**src/rtl/ir_pkg.sv**
```systemverilog
// Shared constants and helpers for the IR sensor conditioner.
package ir_pkg;

  // Default hold time: 1 ms at a 12 MHz system clock.
  localparam int unsigned IR_DEBOUNCE_DEF = 12000;
  // Default width of each rising-edge event counter.
  localparam int unsigned IR_CNT_W_DEF    = 8;

  // LED drive selection.
  typedef enum logic [0:0] {
    LedFollow = 1'b0,
    LedToggle = 1'b1
  } led_mode_e;

  // Ceiling log2, never less than 1, used to size the hold counter.
  function automatic int unsigned clog2(input int unsigned value);
    int unsigned result;
    int unsigned v;
    result = 0;
    v      = (value > 0) ? value - 1 : 0;
    while (v != 0) begin
      result++;
      v = v >> 1;
    end
    if (result == 0) begin
      result = 1;
    end
    return result;
  endfunction

endpackage

```
**src/rtl/ir_channel.sv**
```systemverilog
// One IR sensor channel: polarity fix, 2-flop synchroniser, hold-time glitch
// filter, edge pulses, LED toggle flop and saturating rising-edge counter.
module ir_channel
  import ir_pkg::*;
#(
  parameter int unsigned DEBOUNCE = IR_DEBOUNCE_DEF,
  parameter int unsigned CNT_W    = IR_CNT_W_DEF,
  parameter bit          INV      = 1'b0
) (
  input  logic             clk_i,
  input  logic             rst_ni,
  input  logic             raw_i,
  input  logic             led_mode_i,
  input  logic             cnt_clr_i,
  output logic             filtered_o,
  output logic             rise_o,
  output logic             fall_o,
  output logic             led_o,
  output logic [CNT_W-1:0] count_o
);

  localparam int unsigned      HoldW   = clog2(DEBOUNCE);
  localparam logic [HoldW-1:0] HoldMax = HoldW'(DEBOUNCE - 1);
  localparam logic [CNT_W-1:0] CntMax  = '1;

  if (DEBOUNCE < 2) begin : gen_bad_debounce
    $error("ir_channel: DEBOUNCE must be at least 2");
  end

  logic             raw_c;
  logic             s1_q, s2_q;
  logic             stable_q, stable_d;
  logic [HoldW-1:0] hold_q, hold_d;
  logic             accept;
  logic             accept_rise;
  logic             toggle_q, toggle_d;
  logic [CNT_W-1:0] cnt_q, cnt_d;
  logic             rise_q, fall_q;

  // Active-low sensors are flipped before synchronisation.
  assign raw_c = raw_i ^ INV;

  // The differing level has persisted long enough; take it this edge.
  assign accept      = (s2_q != stable_q) && (hold_q == HoldMax);
  assign accept_rise = accept & s2_q;

  // Filter next state: any return to the stable level restarts the hold count.
  always_comb begin
    stable_d = stable_q;
    hold_d   = '0;
    if (s2_q != stable_q) begin
      if (accept) begin
        stable_d = s2_q;
      end else begin
        hold_d = hold_q + 1'b1;
      end
    end
  end

  // Toggle follows rises regardless of LED mode so a mode switch is glitch-free.
  always_comb begin
    toggle_d = toggle_q ^ accept_rise;
  end

  // Counter next state: clear wins over a simultaneous rise; saturate at max.
  always_comb begin
    cnt_d = cnt_q;
    if (cnt_clr_i) begin
      cnt_d = '0;
    end else if (accept_rise && (cnt_q != CntMax)) begin
      cnt_d = cnt_q + 1'b1;
    end
  end

  // All channel state, cleared asynchronously.
  always_ff @(posedge clk_i or negedge rst_ni) begin
    if (!rst_ni) begin
      s1_q     <= 1'b0;
      s2_q     <= 1'b0;
      stable_q <= 1'b0;
      hold_q   <= '0;
      toggle_q <= 1'b0;
      cnt_q    <= '0;
      rise_q   <= 1'b0;
      fall_q   <= 1'b0;
    end else begin
      s1_q     <= raw_c;
      s2_q     <= s1_q;
      stable_q <= stable_d;
      hold_q   <= hold_d;
      toggle_q <= toggle_d;
      cnt_q    <= cnt_d;
      rise_q   <= accept_rise;
      fall_q   <= accept & ~s2_q;
    end
  end

  assign filtered_o = stable_q;
  assign rise_o     = rise_q;
  assign fall_o     = fall_q;
  assign count_o    = cnt_q;

  // LED output selection between filtered level and toggle state.
  always_comb begin
    led_o = (led_mode_i == LedToggle) ? toggle_q : stable_q;
  end

endmodule

```
**src/rtl/ir_sensor_filter.sv**
```systemverilog
// N-channel IR sensor conditioner: one ir_channel per sensor pin, with the
// per-channel event counters packed into a single output bus.
module ir_sensor_filter
  import ir_pkg::*;
#(
  parameter int unsigned     N_CH     = 2,
  parameter int unsigned     DEBOUNCE = IR_DEBOUNCE_DEF,
  parameter int unsigned     CNT_W    = IR_CNT_W_DEF,
  parameter logic [N_CH-1:0] INVERT   = '0
) (
  input  logic                  clk,
  input  logic                  rstn,
  input  logic [N_CH-1:0]       ir_raw,
  input  logic                  led_mode,
  input  logic                  cnt_clr,
  output logic [N_CH-1:0]       filtered,
  output logic [N_CH-1:0]       rise,
  output logic [N_CH-1:0]       fall,
  output logic [N_CH-1:0]       led,
  output logic [N_CH*CNT_W-1:0] events
);

  for (genvar i = 0; i < N_CH; i++) begin : gen_ch
    ir_channel #(
      .DEBOUNCE (DEBOUNCE),
      .CNT_W    (CNT_W),
      .INV      (INVERT[i])
    ) u_ch (
      .clk_i      (clk),
      .rst_ni     (rstn),
      .raw_i      (ir_raw[i]),
      .led_mode_i (led_mode),
      .cnt_clr_i  (cnt_clr),
      .filtered_o (filtered[i]),
      .rise_o     (rise[i]),
      .fall_o     (fall[i]),
      .led_o      (led[i]),
      .count_o    (events[i*CNT_W +: CNT_W])
    );
  end

endmodule

```
**config.mk**
```make
export PLATFORM = sky130hd
export DESIGN_NAME = ir_sensor_filter
export DESIGN_NICKNAME = d
export VERILOG_FILES = /design/src/rtl/ir_pkg.sv /design/src/rtl/ir_channel.sv /design/src/rtl/ir_sensor_filter.sv
export SDC_FILE = /design/constraint.sdc
export NUM_CORES = 1
export LEC_CHECK = 0
export BUFFER_PORTS_ARGS = -buffer_cell sky130_fd_sc_hd__buf_2
export CORE_ASPECT_RATIO = 1.75
export CORE_MARGIN = 2
export CORE_UTILIZATION = 45
export DETAILED_ROUTE_END_ITERATION = 8
export GPL_TIMING_DRIVEN = 0
export PLACE_DENSITY_LB_ADDON = 0.2
export RECOVER_POWER = 100
export SETUP_SLACK_MARGIN = 0.15
export SLEW_MARGIN = 10
export SYNTH_ARGS = -nofsm -noshare
export SYNTH_HDL_FRONTEND = slang
export SYNTH_SLANG_ARGS = --single-unit
```
**constraint.sdc**
```tcl
create_clock -name clk -period 3.01 [get_ports clk]
set_input_delay 0.602 -clock clk [delete_from_list [all_inputs] [get_ports clk]]
set_output_delay 0.602 -clock clk [all_outputs]
set_load 0.05 [all_outputs]
```
==> Word-level counts from Yosys, hierarchy flattened <==
Cells that the tools add are included.
{ "totals": {"regBits": 56, "word_cells": 52, "output_inout_bits": 24, "input_bits": 6} }
{ "classes": {"n_reduce_logical": 8, "n_mux": 10, "n_bitwise": 8, "add_sub_neg": 4, "n_eq_ne": 6} }
{ "op_table": {"columns": ["cell", "n"], "rows": [
  ["$mux 14", 4],
  ["$mux 8", 4],
  ["$add 14x1->14 const B", 2],
  ["$eq 14x14->1 const B", 2],
  ["$add 8x1->8 const B", 2],
  ["$ne 8x8->1 const B", 2],
  ["$and 1x1->1", 4],
  ["$logic_and 1x1->1", 4],
  ["$reduce_and 2->1", 2],
  ["$reduce_bool 2->1", 2],
  ["$mux 1", 2],
  ["$ne 1x1->1", 2],
  ["$not 1->1", 2],
  ["$xor 1x1->1", 2]
]} }

==> Longest topological paths before layout <==
{ "depth": {"depth_word": 6, "depth_mapped": 7, "mapped_depth_nobuf": 6} }

==> Cells and area by module <==
A second synthesis with hierarchy kept.
{ "unflattened": {"hier_cells": 258, "area_unflattened_um2": 2647.5} }
{ "modules_own_cells": {"columns": ["mod", "seq_area_each_um2", "n_inst", "area_each_um2", "cells_per_inst"], "rows": [
  ["ir_channel", 700.7, 2, 1323.8, 129]
]} }

==> Worst setup path before layout <==
OpenSTA, ideal clock, no wires.
{ "synth_path": {"kind": "flip-flop to flip-flop", "startpoint": "register gen_ch[1].u_ch.hold_q[5]", "endpoint": "register gen_ch[1].u_ch.cnt_q[3]", "slack_ns": 0.935, "arrival_ns": 1.997, "required_ns": 2.932, "path_stages_with_launch": 7, "path_buffers": 2, "setup_ns": 0.078, "synth_period_minus_slack_ns": 2.075, "cell_sequence": "dfrtp_1 > buf_6 > or3b_1 > or4_1 > buf_2 > or4_1 > a21oi_1"} }
{ "synth_between": {"elab_chain_cells": 5} }
{ "synth_rtl": {"columns": ["item", "line", "text"], "rows": [
  ["start: declaration", "ir_channel.sv:33", "logic [HoldW-1:0] hold_q, hold_d;"],
  ["start signal: assignment", "ir_channel.sv:90", "hold_q <= hold_d;"],
  ["$eq 14x14->1", "ir_channel.sv:44", "assign accept = (s2_q != stable_q) && (hold_q == HoldMax);"],
  ["$logic_and 1x1->1", "ir_channel.sv:44", null],
  ["$and 1x1->1", "ir_channel.sv:45", "assign accept_rise = accept & s2_q;"],
  ["$logic_and 1x1->1", "ir_channel.sv:70", "end else if (accept_rise && (cnt_q != CntMax)) begin"],
  ["$reduce_bool 2->1 (no line)", null, null],
  ["end signal: assignment", "ir_channel.sv:92", "cnt_q <= cnt_d;"],
  ["end: declaration", "ir_channel.sv:37", "logic [CNT_W-1:0] cnt_q, cnt_d;"]
]} }
No other way between the ends.
A chain may end at the register's enable or synchronous reset.

==> Worst setup path after layout <==
{ "layout_path": {"startpoint": "register gen_ch[0].u_ch.hold_q[0]", "endpoint": "register gen_ch[0].u_ch.hold_q[6]"} }
{ "layout_between": {"elab_chain_cells": 4, "elab_cells_between_ends": 5, "cone_classes": "add/sub (1); eq/ne (1); mux (2); reduce/logical (1)"} }
{ "layout_rtl": {"columns": ["item", "line", "text"], "rows": [
  ["start: declaration", "ir_channel.sv:33", null],
  ["start signal: assignment", "ir_channel.sv:90", null],
  ["parallel branches: the longest is 2 deep, another holds $add 14x1->14", null, null],
  ["$mux 14 *", "ir_channel.sv:52", "if (accept) begin"],
  ["$mux 14 *", "ir_channel.sv:51", "if (s2_q != stable_q) begin"],
  ["via gen_ch[0].u_ch.hold_d[6]", "ir_channel.sv:33", null]
]} }
Mark *: on every way through the listed nets, which the timed path passes.

==> out/qor.json <==
{
  "maxSlewHeadroom": -0.03791,
  "layout.filler_cells": 590,
  "synth_enable_flop_cells": 0,
  "status": "complete, but fails checks",
  "post_drt_via_cell_ratio": 5.479,
  "global_route_usage_over_all_layers": 0.1797,
  "grt_max_degree": 30,
  "fp.dieW_um": 63.06,
  "timing.setup.critical_path_class": "reg2reg",
  "place_hpwl_mm": 4.045,
  "cts_post_setup_buffers_inserted": 0,
  "timing.critical_path.required_ns": 3.20,
  "initial_core_util": 0.4671,
  "power_leakage_nw": 1.298,
  "yosys_register_bits": 56,
  "antenna_left": 0,
  "cts_tree": "yes",
  "dr.pass1.iters": 4,
  "asyncSetResetFlopFracSynth": 1.000,
  "post_route_cell_area_mm2": 0.003064,
  "finish.cell_count_without_fillers": 388,
  "timing_worst_slew_pin_value_ns": 1.557,
  "mostFrequentLayoutCells": "sky130_fd_sc_hd__dfrtp_1, sky130_fd_sc_hd__clkbuf_1, sky130_fd_sc_hd__nor2_1, sky130_fd_sc_hd__xor2_1, sky130_fd_sc_hd__nand2_1",
  "antenna_cells": 0,
  "floorplan.rows": 37,
  "failed_checks": "capacitance limit, slew limit",
  "final-max-slew-violation-count": 30,
  "clkTransAtPathRegs_ns": 0.10,
  "setup_violations": 0,
  "via_count_of_the_first_global_routing_pass": 2072,
  "timing.final.crit_share": 0.8204,
  "switching_power_mw": 0.2903,
  "route.final.wire_length_mm": 5.634,
  "synthesis.yosys.warnings": 0,
  "via_count": 2126,
  "sw_frac_of_total": 0.2213,
  "drc_errors": 0,
  "p_int_mw": 1.022,
  "share_seq_of_total_power": 0.586,
  "p_per_area_mw_per_mm2": 428.2,
  "comb_power_share": 0.038,
  "detailed_place.area_mm2": 0.003004,
  "clock_insertion_delay_worst_skew_ns": 0.32,
  "layout_commonest_cell": "sky130_fd_sc_hd__dfrtp_1",
  "placed_cells": 380,
  "fin_tns_setup_ns": 0,
  "synth_ff_type": "sky130_fd_sc_hd__dfrtp_1",
  "netlist_instances": 273,
  "kind_of_end_point_of_the_critical_path": "flip-flop",
  "cts.sinks": 56,
  "cts.hold.buffers_added": 0,
  "detail_route.wl_per_cell_um": 14.52,
  "ctsHtreeMaxLevel": 2,
  "drv.max_cap_violation_count": 1,
  "achievable-frequency_mhz": 405.0,
  "arrival_ns": 2.66,
  "fp.dieH_um": 107.3,
  "num_io_pins": 30,
  "number_of_buffer_cells_added_on_primary_ports": 28,
  "synth-seq-area-share": 0.5103,
  "antenna_found_initial": 0,
  "rsz0062_at_grt": "no",
  "routabilityCongestion": 0.8187,
  "area_delta_synth_final_pct": 11.57,
  "hold_path_class": "reg2reg",
  "hold_viol_final": 0,
  "final.min_clock_period_ns": 2.469,
  "ctsResizeCount": 0,
  "drt_iter0_markers": 98,
  "syn-cell-area_mm2": 0.002746,
  "fp.coreArea_mm2": 0.005879,
  "cts_made_buffers": 5,
  "net_count_after_synthesis": 283,
  "number_of_unique_standard_cell_types_used_by_synthesis": 42,
  "fin_worst_skew_ns": 0.006857,
  "cp-start-kind": "flip-flop",
  "maximum_buffer_depth_of_the_clock_tree": 2,
  "crit_path_max_fanout": 10,
  "global_route_wire_length_before_repair_mm": 9.494,
  "maximum_vdd_drop_uv": 268.1,
  "design.die.area_mm2": 0.006769,
  "finalNetCount": 319,
  "syn_area_per_cell_um2": 10.06,
  "share_of_cells_above_drive_strength_1": 0.08065,
  "globalRoute.totalOverflow": 0,
  "clock_power_share": 0.377,
  "clk_root_buffer_cell": "sky130_fd_sc_hd__clkbuf_8"
}
[flip-flops by register name, summed over array words and instances (netlist names)]
| register | count |
|---|---|
| gen_ch.u_ch.hold_q | 28 |
| gen_ch.u_ch.count_o | 16 |
| gen_ch.u_ch.fall_o | 2 |
| gen_ch.u_ch.filtered_o | 2 |
| gen_ch.u_ch.rise_o | 2 |
| gen_ch.u_ch.s1_q | 2 |
| gen_ch.u_ch.s2_q | 2 |
| gen_ch.u_ch.toggle_q | 2 |
[per-stage QoR]
step           power [mW]  hold slack [ns]  utilization  setup slack [ns]
6_report            1.312           0.3479       0.5212            0.5406
5_1_grt             1.368           0.3570       0.5212            0.2230
4_1_cts             1.339           0.3262       0.5293            0.5070
3_5_place_dp       0.8373           0.3370       0.5110            0.5243
3_3_place_gp       0.8326           0.3328       0.5076            0.5299
2_1_floorplan      0.8057           0.3064            -            0.9354
[area by class of cell]
cell class | instances | area (um2) | share of cell area
Tap cell | 78 | 97.59 | 0.03185
Inverter | 3 | 11.26 | 0.003675
Multi-Input combinational cell | 196 | 1227 | 0.4006
Clock buffer | 6 | 72.57 | 0.02368
Timing Repair Buffer | 29 | 113.9 | 0.03716
Buffer | 18 | 105.1 | 0.03430
Clock inverter | 2 | 35.03 | 0.01143
Sequential cell | 56 | 1401 | 0.4573
[path summary, 6_finish.rpt]
check                                          from                        end  slack (ns)  depth (start not counted)
min reg2reg                     gen_ch[1].u_ch.s1_q        gen_ch[1].u_ch.s2_q        0.35                          0
min                             gen_ch[1].u_ch.s1_q        gen_ch[1].u_ch.s2_q        0.35                          0
max reg2reg                gen_ch[0].u_ch.hold_q[0]   gen_ch[0].u_ch.hold_q[6]        0.54                          7
min in group asynchronous                      rstn  gen_ch[1].u_ch.hold_q[12]        0.65                          1
max in group asynchronous                      rstn  gen_ch[1].u_ch.count_o[5]        0.94                          2
max                        gen_ch[0].u_ch.hold_q[0]   gen_ch[0].u_ch.hold_q[6]        0.54                          7
[logic make-up (layout without fill, tap and decap cells)]
group,Yosys count,in the layout,synth area share
multiplexers,4,4,0.01640
AO/OA/AOI/OAI,44,44,0.09887
XOR/XNOR,23,23,0.07335
flip-flops,56,56,0.5102
buffers and inverters,21,58,0.04282
adder cells (fa/ha/maj),4,4,0.01822
AND/OR/NAND/NOR,121,121,0.2401
[power groups by stage]
stage | sequential [mW] | clock [mW] | combinational (mW)
floorplan | 0.781 | 0 | 0.0245
global route | 0.770 | 0.542 | 0.0568
CTS | 0.768 | 0.516 | 0.0544
finish | 0.768 | 0.494 | 0.0493
detailed placement | 0.783 | 0 | 0.0540
global placement | 0.783 | 0 | 0.0497
[worst max-delay path, cell delays in order (launching register included)]
cell,delay (ns)
sky130_fd_sc_hd__dfrtp_1,0.38
sky130_fd_sc_hd__ha_1,0.15
sky130_fd_sc_hd__clkbuf_1,0.30
sky130_fd_sc_hd__nand4_1,0.29
sky130_fd_sc_hd__clkbuf_1,0.29
sky130_fd_sc_hd__o22ai_1,0.43
sky130_fd_sc_hd__clkbuf_1,0.42
sky130_fd_sc_hd__nor2_1,0.10
[routing by layer]
layer  GRT usage  part of all wire  vias up
li1            -                 -     1044
met1      0.1964              0.40     1045
met2      0.3283              0.55       25
met3     0.03243             0.021       12
met4     0.08889             0.026        0
met5           0                 0        -
[synth_stat cells (all sizes together), types with 3 or more instances]
cell type  count  area share
a21oi         17       0.031
and2           6       0.014
and3           5       0.011
and4           6       0.019
buf           10       0.028
clkbuf         8       0.011
dfrtp         56        0.51
ha             4       0.018
mux2           4       0.016
nand2         19       0.026
nand3         16       0.029
nand4         10       0.023
nor2          30       0.041
nor2b          5       0.011
o21ai          8       0.015
o31ai          8       0.022
or3            3      0.0068
or4           10       0.027
xnor2          4       0.013
xor2          19       0.061
Note: power is estimated with default switching activity, not from simulation.
